==> config.mk <==
export PLATFORM = sky130hd
export DESIGN_NAME = proc_instr_sequencer_flat
export DESIGN_NICKNAME = d
export VERILOG_FILES = /design/src/rtl/proc_seq_pkg.sv /design/src/rtl/proc_instr_sequencer_if.sv /design/src/rtl/proc_prog_mem.sv /design/src/rtl/proc_instr_sequencer.sv /design/src/flat_wrapper.sv
export SDC_FILE = /design/constraint.sdc
export NUM_CORES = 1
export LEC_CHECK = 0
export ABC_AREA = 1
export BUFFER_PORTS_ARGS = -buffer_cell sky130_fd_sc_hd__clkbuf_2
export CAP_MARGIN = 10
export CORE_ASPECT_RATIO = 1.2
export CORE_UTILIZATION = 50
export CTS_CLUSTER_SIZE = 40
export DETAILED_ROUTE_END_ITERATION = 8
export PLACE_DENSITY = 0.76
export SLEW_MARGIN = 20
export SYNTH_ARGS = -nofsm -noshare
export SYNTH_HDL_FRONTEND = slang
export SYNTH_HIERARCHICAL = 1
export SYNTH_SLANG_ARGS = --single-unit
export TNS_END_PERCENT = 50
==> constraint.sdc <==
create_clock -name clk -period 4.9 [get_ports clk]
set_input_delay 0.98 -clock clk [delete_from_list [all_inputs] [get_ports clk]]
set_output_delay 0.98 -clock clk [all_outputs]
set_load 0.1 [all_outputs]
==> src/rtl/proc_seq_pkg.sv <==
// Shared definitions for the Processor program sequencer: opcode values,
// instruction field positions and the sequencer state encoding.
package proc_seq_pkg;

   localparam logic [2:0] OP_MV  = 3'b000;
   localparam logic [2:0] OP_MVI = 3'b001;
   localparam logic [2:0] OP_ADD = 3'b010;
   localparam logic [2:0] OP_SUB = 3'b011;

   localparam int unsigned OPC_HI = 8;
   localparam int unsigned OPC_LO = 6;
   localparam int unsigned RX_HI  = 5;
   localparam int unsigned RX_LO  = 3;
   localparam int unsigned RY_HI  = 2;
   localparam int unsigned RY_LO  = 0;

   typedef enum logic [2:0] {
      S_IDLE,
      S_FETCH,
      S_IMM,
      S_WAIT,
      S_HALT,
      S_ERR
   } state_t;

endpackage

==> src/rtl/proc_instr_sequencer_if.sv <==
// Sequencer-to-Processor instruction handshake: instruction word, Run strobe
// and the Processor's Done response.
interface proc_instr_sequencer_if #(
   parameter int DATA_W = 16
);
   logic [DATA_W-1:0] DIN_out;
   logic              Run;
   logic              Done;

   modport master (output DIN_out, output Run, input Done);
   modport slave  (input DIN_out, input Run, output Done);
endinterface

==> src/rtl/proc_prog_mem.sv <==
// Program store for the sequencer: synchronous write port, asynchronous read
// port. Contents are deliberately not cleared by reset.
module proc_prog_mem #(
   parameter int ADDR_W = 5,
   parameter int DATA_W = 16
) (
   input  logic              clk,
   input  logic              we,
   input  logic [ADDR_W-1:0] waddr,
   input  logic [DATA_W-1:0] wdata,
   input  logic [ADDR_W-1:0] raddr,
   output logic [DATA_W-1:0] rdata
);

   logic [DATA_W-1:0] mem [2**ADDR_W];

   always_ff @(posedge clk) begin
      if (we) begin
         mem[waddr] <= wdata;
      end
   end

   assign rdata = mem[raddr];

endmodule

==> src/rtl/proc_instr_sequencer.sv <==
// Feeds the 16-bit Processor from program memory: issues each instruction with
// Run, inserts the mvi immediate word, and waits for Done (bounded by TIMEOUT).
module proc_instr_sequencer
   import proc_seq_pkg::*;
#(
   parameter int ADDR_W  = 5,
   parameter int DATA_W  = 16,
   parameter int TIMEOUT = 15
) (
   input  logic                   clk,
   input  logic                   Reset,
   input  logic                   Start,
   input  logic                   Prog_we,
   input  logic [ADDR_W-1:0]      Prog_addr,
   input  logic [DATA_W-1:0]      Prog_data,
   input  logic [ADDR_W:0]        Prog_len,
   proc_instr_sequencer_if.master proc,
   output logic                   Busy,
   output logic                   Halted,
   output logic                   Error,
   output logic [ADDR_W-1:0]      PC,
   output logic [7:0]             Instr_cnt
);

   localparam int TW = $clog2(TIMEOUT + 1);
   localparam logic [TW-1:0]   TMAX = TW'(TIMEOUT - 1);
   localparam logic [ADDR_W:0] WONE = (ADDR_W + 1)'(1);

   state_t            state;
   state_t            nxt;
   logic [ADDR_W:0]   wcnt;
   logic [ADDR_W:0]   wcnt_nx;
   logic [ADDR_W:0]   len;
   logic [TW-1:0]     tcnt;
   logic [DATA_W-1:0] rdata;
   logic              run_q;
   logic              last;
   logic              adv;
   logic              cmpl;

   proc_prog_mem #(
      .ADDR_W (ADDR_W),
      .DATA_W (DATA_W)
   ) u_mem (
      .clk   (clk),
      .we    (Prog_we && !Busy),
      .waddr (Prog_addr),
      .wdata (Prog_data),
      .raddr (PC),
      .rdata (rdata)
   );

   // Word count is one bit wider than PC so a full 2**ADDR_W program can end
   // with PC wrapped to zero and still be recognised as complete.
   assign PC   = wcnt[ADDR_W-1:0];
   assign last = (wcnt == len);

   assign proc.Run     = run_q;
   assign proc.DIN_out = (state == S_FETCH || (state == S_IMM && !last)) ? rdata : '0;

   always_comb begin
      nxt  = state;
      adv  = 1'b0;
      cmpl = 1'b0;
      unique case (state)
         S_IDLE, S_HALT, S_ERR: begin
            if (Start) begin
               nxt = (Prog_len != '0) ? S_FETCH : S_HALT;
            end
         end
         S_FETCH: begin
            adv = 1'b1;
            nxt = (rdata[OPC_HI:OPC_LO] == OP_MVI) ? S_IMM : S_WAIT;
         end
         S_IMM: begin
            if (last) begin
               nxt = S_ERR;
            end else begin
               adv = 1'b1;
               if (proc.Done) cmpl = 1'b1;
               else           nxt  = S_WAIT;
            end
         end
         S_WAIT: begin
            if (proc.Done)         cmpl = 1'b1;
            else if (tcnt == TMAX) nxt  = S_ERR;
         end
         default: nxt = S_IDLE;
      endcase
      wcnt_nx = adv ? (wcnt + WONE) : wcnt;
      if (cmpl) begin
         nxt = (wcnt_nx == len) ? S_HALT : S_FETCH;
      end
   end

   // Status outputs are registered from the next state so they line up with it.
   always_ff @(posedge clk) begin
      if (Reset) begin
         state     <= S_IDLE;
         wcnt      <= '0;
         len       <= '0;
         tcnt      <= '0;
         Instr_cnt <= '0;
         run_q     <= 1'b0;
         Busy      <= 1'b0;
         Halted    <= 1'b0;
         Error     <= 1'b0;
      end else begin
         state  <= nxt;
         run_q  <= (nxt == S_FETCH);
         Busy   <= (nxt == S_FETCH) || (nxt == S_IMM) || (nxt == S_WAIT);
         Halted <= (nxt == S_HALT);
         Error  <= (nxt == S_ERR);
         if ((state == S_IDLE || state == S_HALT || state == S_ERR) && Start) begin
            len       <= Prog_len;
            wcnt      <= '0;
            tcnt      <= '0;
            Instr_cnt <= '0;
         end else begin
            wcnt <= wcnt_nx;
            if (cmpl) begin
               tcnt      <= '0;
               Instr_cnt <= (Instr_cnt == 8'hFF) ? Instr_cnt : Instr_cnt + 8'd1;
            end else if (state == S_WAIT) begin
               tcnt <= tcnt + TW'(1);
            end
         end
      end
   end

endmodule

==> src/flat_wrapper.sv <==
// flat-port wrapper written by rule: the top's interface ports become plain ports
module proc_instr_sequencer_flat import proc_seq_pkg::*;
#(
   parameter int ADDR_W  = 5,
   parameter int DATA_W  = 16,
   parameter int TIMEOUT = 15
)
  (clk, Reset, Start, Prog_we, Prog_addr, Prog_data, Prog_len, Busy, Halted, Error, PC, Instr_cnt, proc_DIN_out, proc_Run, proc_Done);
  proc_instr_sequencer_if #(.DATA_W(DATA_W)) proc_i ();
  input  logic clk;
  input  logic Reset;
  input  logic Start;
  input  logic Prog_we;
  input  logic [ADDR_W-1:0] Prog_addr;
  input  logic [DATA_W-1:0] Prog_data;
  input  logic [ADDR_W:0] Prog_len;
  output logic Busy;
  output logic Halted;
  output logic Error;
  output logic [ADDR_W-1:0] PC;
  output logic [7:0] Instr_cnt;
  output wire logic [$bits(proc_i.DIN_out)-1:0] proc_DIN_out;
  output wire logic [$bits(proc_i.Run)-1:0] proc_Run;
  input wire logic [$bits(proc_i.Done)-1:0] proc_Done;
  assign proc_DIN_out = proc_i.DIN_out;
  assign proc_Run = proc_i.Run;
  assign proc_i.Done = proc_Done;
  proc_instr_sequencer #(.ADDR_W(ADDR_W), .DATA_W(DATA_W), .TIMEOUT(TIMEOUT)) u_core (.clk(clk), .Reset(Reset), .Start(Start), .Prog_we(Prog_we), .Prog_addr(Prog_addr), .Prog_data(Prog_data), .Prog_len(Prog_len), .proc(proc_i), .Busy(Busy), .Halted(Halted), .Error(Error), .PC(PC), .Instr_cnt(Instr_cnt));
endmodule
==> results of run 1 <==
## critical path: stages, from the launching register on
cell	delay, ns
sky130_fd_sc_hd__dfxtp_4	0.57
sky130_fd_sc_hd__inv_6	0.42
sky130_fd_sc_hd__buf_12	0.33
sky130_fd_sc_hd__buf_4	0.26
sky130_fd_sc_hd__nand2_1	0.07
sky130_fd_sc_hd__nand3_1	0.07
sky130_fd_sc_hd__nand3_1	0.09
sky130_fd_sc_hd__nand2_1	0.13
sky130_fd_sc_hd__nand2_1	0.06
sky130_fd_sc_hd__nand2_1	0.13
sky130_fd_sc_hd__nand2_1	0.10
sky130_fd_sc_hd__nand2_1	0.14
sky130_fd_sc_hd__inv_1	0.06
sky130_fd_sc_hd__nor2_1	0.10
sky130_fd_sc_hd__clkbuf_2	0.48
## how the worst max path moves through the flow
stage / startpoint / to / slack, ns / cells past startpoint
after floorplan: u_core/wcnt[0] / proc_DIN_out[6] / 1.31 / 13
after detailed placement: u_core/wcnt[0] / proc_DIN_out[1] / 0.97 / 14
after global routing: u_core/wcnt[0] / proc_DIN_out[12] / 0.12 / 14
final: u_core/wcnt[0] / proc_DIN_out[1] / 0.28 / 14
after global placement: u_core/wcnt[0] / proc_DIN_out[1] / 0.98 / 14
after CTS: u_core/wcnt[0] / proc_DIN_out[1] / 0.31 / 14
## logic make-up after synthesis
group / synth area share
flip-flops: 0.7006
adder cells (fa/ha/maj): 0.002192
AO/OA/AOI/OAI: 0.01063
buffers and inverters: 0.04719
AND/OR/NAND/NOR: 0.2371
XOR/XNOR: 0.002247
## synthesized netlist by cell type (4+ instances only)
cell and number:
sky130_fd_sc_hd__nand2_1 775, sky130_fd_sc_hd__edfxtp_1 512, sky130_fd_sc_hd__nand3_1 408, sky130_fd_sc_hd__nor2_1 69, sky130_fd_sc_hd__inv_1 60, sky130_fd_sc_hd__buf_2 34
sky130_fd_sc_hd__buf_4 33, sky130_fd_sc_hd__dfxtp_1 31, sky130_fd_sc_hd__buf_6 25, sky130_fd_sc_hd__a21oi_1 24, sky130_fd_sc_hd__clkbuf_1 20, sky130_fd_sc_hd__o21ai_0 14
sky130_fd_sc_hd__nor3_1 8, sky130_fd_sc_hd__inv_2 6, sky130_fd_sc_hd__ha_1 4, sky130_fd_sc_hd__nand2_2 4, sky130_fd_sc_hd__xor2_1 4
## routing by layer
layer	track usage	vias up	share of wire
met5	0	-	0.00032
li1	-	7161	-
met1	0.3126	7665	0.38
met4	0.1088	4	0.042
met2	0.4086	847	0.49
met3	0.03417	158	0.087
## flip-flops by register name, indices dropped and copies added (netlist names)
name              cells
u_core/u_mem/mem    512
u_core/Instr_cnt      8
u_core/len            6
u_core/wcnt           6
u_core/tcnt           4
u_core/state          3
u_core/Busy           1
u_core/Error          1
u_core/Halted         1
u_core/proc.Run       1
## power groups by stage
stage,Combinational (uW),Clock [uW],Sequential (uW)
6_report,3510,3610,5290
5_1_grt,3790,3830,5300
4_1_cts,3460,3650,5290
3_5_place_dp,3430,0,5380
3_3_place_gp,3350,0,5380
2_1_floorplan,2800,0,5370
## final cells by class
type / count / share of cell area
tap: 609 / 0.03038
inverter: 68 / 0.01058
sequential: 543 / 0.6381
clock buffer: 53 / 0.04949
clock inverter: 34 / 0.01003
timing repair buffer: 116 / 0.03153
multi-input combinational: 1334 / 0.2299
## through the flow
stage | utilization | power [uW] | hold slack, ns | worst slack [ns] | instances
after global placement | 0.5244 | 8730 | 0.4556 | 0.9801 | 2670
final | 0.5575 | 12420 | 0.4761 | 0.2816 | 2757
after floorplan | - | 8170 | 0.4435 | 1.310 | 2061
after CTS | 0.5575 | 12400 | 0.4787 | 0.3121 | 2757
after global routing | 0.5575 | 12910 | 0.5061 | 0.1234 | 2757
after detailed placement | 0.5244 | 8816 | 0.4687 | 0.9655 | 2670
==> flow_summary.yaml, run 1 <==
run_status:
  run_status: "finished, final reports clean"
critical_path:
  startpoint_type: "register"
  nature_of_the_critical_path_endpoint: "primary output"
  path_max_fanout: 60
  worst_ep_required_time_ns: 3.92
  path_class: "reg -> out"
  r2r_setup_slack_ns: 1.63
  rr_startpoint: "u_core/wcnt[0]"
  crit_arrival_ns: 3.64
  reg2regPathDepth: 16
  r2r-end: "u_core/proc.Run"
cts:
  holdBufCountCts: 0
  cts-buffers-inserted: 48
  clkSlewWorstSetupHoldPaths_ns: 0.07
  cts-root-to-sink-buffers: 3
  worst_skew_pair.late_latency_ns: 0.58
  postCtsSetupRepairBufs: 0
  clk_root_buffer_cell: "sky130_fd_sc_hd__clkbuf_16"
  cts_tree: "built"
  cts_resized: 0
  cts_max_level: 2
  cts_num_sinks: 543
placed_design:
  io_buffers: 64
  hpwlAfterDp_um: 31790
  placed_cell_area_um2: 23590
  gp_routability_congestion: 0.9036
power_and_ir_drop:
  p_sw_frac: 0.3578
  internal-power_uw: 7974
  power.leakage_uw: 0.009324
  switchingPower_uw: 4443
  power_density_nw_per_um2: 495.1
  pwr-share-seq: 0.426
  clockPowerShare: 0.291
  power.combinational.fraction: 0.283
  peakVddDrop_mv: 0.2604
detailed_routing:
  firstDrtPassIters: 5
  post_drt_via_cell_ratio: 5.744
  detailed_route_via_count: 15840
  antenna_violating_nets_post_route: 0
  drt_iter0_markers: 1806
  totalWireLength_um: 56770
  drc: 0
  post_drt_wl_per_cell_um: 20.59
hold_path:
  worstHoldStart: "u_core/len[4]"
  holdPathEnd: "u_core/len[4]"
  worst_hold_path_type: "reg -> reg"
  min_path_cells: 2
logic_synthesis:
  synthDominantAreaCellType: "sky130_fd_sc_hd__edfxtp_1"
  syn_avg_cell_area_um2: 11.08
  leading_post_synthesis_cells_by_cell_area: "sky130_fd_sc_hd__edfxtp_1 67%, sky130_fd_sc_hd__nand2_1 13%, sky130_fd_sc_hd__nand3_1 8.9%"
  synth-edff-count: 512
  synth_async_sr_flop_share: 0
  synth_top_area_frac: 0.6735
  synth_area_um2: 22830
  syn_nets: 2097
  ys_warnings: 6
  postSynthRegisterBits: 543
  synthFlopType: "sky130_fd_sc_hd__edfxtp_1"
  postSynthCellCount: 2061
  seq_area_frac_synth: 0.7006
  post_synth_num_cell_types: 37
die:
  floorplan.die.width_um: 197.1
  design.die.area_um2: 46520
  coreArea_um2: 44990
  die_height_um: 236.1
  placementRows: 85
  io_pins: 65
  initial_core_util: 0.5075
timing:
  final_count_of_negative_setup_slack_endpoints: 0
  slew-limit-headroom: 0.2327
  setup_total_negative_slack_ns: 0
  worst_slew_pin_slew_ns: 1.150
  min_period_ns: 4.618
  finalHoldViolCount: 0
  achievable-frequency_mhz: 216.5
  worst_clock_skew_ns: 0.01287
  setup_repair_after_global_routing_missed_its_margin: "no"
  slew_violations: 0
  part_of_the_cycle_the_worst_path_needs: 0.9425
final_layout:
  post_route_cells_drive_above_1_share: 0.1020
  area.growth.synth_to_final_pct: 9.865
  ant_diodes: 0
  layout_commonest_cell: "sky130_fd_sc_hd__nand2_1"
  multiInputGateArea_um2: 5767
  finalNetCount: 2147
  layout.cells.most_common_list: "775 x sky130_fd_sc_hd__nand2_1, 512 x sky130_fd_sc_hd__edfxtp_1, 408 x sky130_fd_sc_hd__nand3_1"
  seqCellArea_um2: 16000
  postLayoutCellArea_um2: 25080
  final.fill_count: 3593
grt:
  grt.overflow.total: 0
  grt_first_pass_wirelength_um: 85950
  grt_start_max_net_pins: 98
  grt_antenna_before_repair: 2
  first_global_vias: 15220
  groute.usage.overall: 0.2428
run:
  drv_cap: 0
(Power assumes the default switching activity.)
==> inputs of run 2 (changes only) <==
CAP_MARGIN = 25   (was 10)
PLACE_DENSITY = 0.67   (was 0.76)
==> flow_summary.yaml, run 2 (synthesis results as in run 1) <==
cts:
  clk_root_buffer_cell: "sky130_fd_sc_hd__clkbuf_16"
  cts_max_level: 2
  cts_resized: 0
  cts_tree: "built"
  cts_num_sinks: 543
  cts-root-to-sink-buffers: 3
  postCtsSetupRepairBufs: 0
  worst_skew_pair.late_latency_ns: 0.57
  cts-buffers-inserted: 50
  clkSlewWorstSetupHoldPaths_ns: 0.06
  holdBufCountCts: 0
detailed_routing:
  post_drt_via_cell_ratio: 5.576
  antenna_violating_nets_post_route: 0
  drt_iter0_markers: 1471
  drc: 0
  post_drt_wl_per_cell_um: 20.43
  detailed_route_via_count: 15420
  totalWireLength_um: 56480
  firstDrtPassIters: 6
critical_path:
  path_max_fanout: 35
  path_class: "reg -> out"
  r2r_setup_slack_ns: 2.10
  r2r-end: "u_core/Busy"
  worst_ep_required_time_ns: 3.92
  reg2regPathDepth: 14
  startpoint_type: "register"
  crit_arrival_ns: 3.28
  rr_startpoint: "u_core/wcnt[2]"
  nature_of_the_critical_path_endpoint: "primary output"
placed_design:
  hpwlAfterDp_um: 32200
  io_buffers: 64
  gp_routability_congestion: 0.9273
final_layout:
  postLayoutCoreUtil: 0.5579
  largest_register_ff_count: 512
  layout_commonest_cell: "sky130_fd_sc_hd__nand2_1"
  ant_diodes: 0
  largestRegisters: "u_core/u_mem/mem x512, u_core/Instr_cnt x8"
  final.fill_count: 3708
  post_route_cells_drive_above_1_share: 0.09972
  area.growth.synth_to_final_pct: 9.931
  finalNetCount: 2152
  regMostFlops: "u_core/u_mem/mem"
  layout.cells.most_common_list: "775 x sky130_fd_sc_hd__nand2_1, 512 x sky130_fd_sc_hd__edfxtp_1, 408 x sky130_fd_sc_hd__nand3_1"
hold_path:
  worstHoldStart: "u_core/len[4]"
  min_path_cells: 2
  worst_hold_path_type: "reg -> reg"
  holdPathEnd: "u_core/len[4]"
timing:
  achievable-frequency_mhz: 234.8
  timing.hold.ws_ns: 0.4727
  slew-limit-headroom: 0.3892
  setup_total_negative_slack_ns: 0
  part_of_the_cycle_the_worst_path_needs: 0.8691
  setup_repair_after_global_routing_missed_its_margin: "no"
  final_count_of_negative_setup_slack_endpoints: 0
  worst_clock_skew_ns: 0.008810
  min_period_ns: 4.259
  finalHoldViolCount: 0
  slew_violations: 0
  worst_slew_pin_slew_ns: 0.9161
power_and_ir_drop:
  peakVddDrop_mv: 0.2896
  power.leakage_uw: 0.009345
  power_density_nw_per_um2: 493.5
grt:
  grt.met3_usage: 0.03975
  grt_antenna_before_repair: 3
  gr-usage-met2: 0.3922
  grt.overflow.total: 0
  grt_first_pass_wirelength_um: 85350
  grt_start_max_net_pins: 107
  grt.busiest_layer: "met2"
  first_global_vias: 14250
  gr-usage-met1: 0.3392
  groute.usage.overall: 0.2447
die:
  design.die.area_um2: 46520
  initial_core_util: 0.5075
  die_height_um: 236.1
  io_pins: 65
  coreArea_um2: 44990
  floorplan.die.width_um: 197.1
  placementRows: 85
run:
  drv_cap: 0
run_status:
  run_status: "finished, final reports clean"
-- run 2: cell count changes in the layout (fill, tap and decap cells not counted), sizes merged --
| cell | before | now |
|---|---|---|
| clkinvlp | 6 | 2 |
| clkinv | 24 | 26 |
| inv | 69 | 68 |
| buf | 54 | 55 |
| clkbuf | 115 | 127 |
| bufinv | 3 | 1 |
-- run 2: critical path: stages, from the launching register on --
cell,delay (ns)
sky130_fd_sc_hd__dfxtp_2,0.92
sky130_fd_sc_hd__buf_4,0.37
sky130_fd_sc_hd__nand3_1,0.10
sky130_fd_sc_hd__nand2_1,0.14
sky130_fd_sc_hd__nand2_1,0.08
sky130_fd_sc_hd__nand2_1,0.16
sky130_fd_sc_hd__nand2_1,0.08
sky130_fd_sc_hd__nand2_1,0.18
sky130_fd_sc_hd__inv_1,0.06
sky130_fd_sc_hd__nor2_1,0.10
sky130_fd_sc_hd__clkbuf_2,0.48
-- run 2: layer usage --
metal,up-vias,wire [um],share of wire
met5,-,39,0.00069
met4,6,1896,0.034
met3,99,4885,0.086
met2,717,26480,0.47
met1,7420,23170,0.41
li1,7176,-,-
-- run 2: through the flow --
| step | setup WS (ns) | total power, uW | cells | instance area [um^2] |
|---|---|---|---|---|
| global route | 0.4183 | 12940 | 2765 | 25100 |
| finish | 0.6412 | 12390 | 2765 | 25100 |
| CTS | 0.6567 | 12410 | 2765 | 25100 |
| detailed placement | 1.262 | 8868 | 2673 | 23610 |
| global placement | 1.322 | 8836 | 2673 | 23610 |
| floorplan | 1.310 | 8170 | 2061 | 22830 |
-- run 2: power by group --
part / total [uW] / switching, uW / leakage, uW / internal [uW]
sequential: 5220 / 59.3 / 0.00486 / 5160
combinational: 3590 / 2760 / 0.00376 / 828
clock: 3570 / 1620 / 0.000724 / 1960
-- run 2: worst max-delay path by stage --
stage,start,endpoint,cells past startpoint
after detailed placement,u_core/wcnt[2],proc_DIN_out[3],9
after global placement,u_core/wcnt[2],proc_DIN_out[14],10
after CTS,u_core/wcnt[2],proc_DIN_out[3],9
final,u_core/wcnt[2],proc_DIN_out[14],10
after global routing,u_core/wcnt[2],proc_DIN_out[3],9
after floorplan,u_core/wcnt[0],proc_DIN_out[6],13
-- run 2: final cells by class --
class | instances | area (um^2) | area share
timing repair buffer | 119 | 820.8 | 0.03271
clock inverter | 29 | 161.4 | 0.006431
multi-input combinational | 1334 | 5762 | 0.2296
tap | 609 | 762.0 | 0.03036
clock buffer | 63 | 1321 | 0.05265
sequential | 543 | 16000 | 0.6377
inverter | 68 | 265.3 | 0.01057
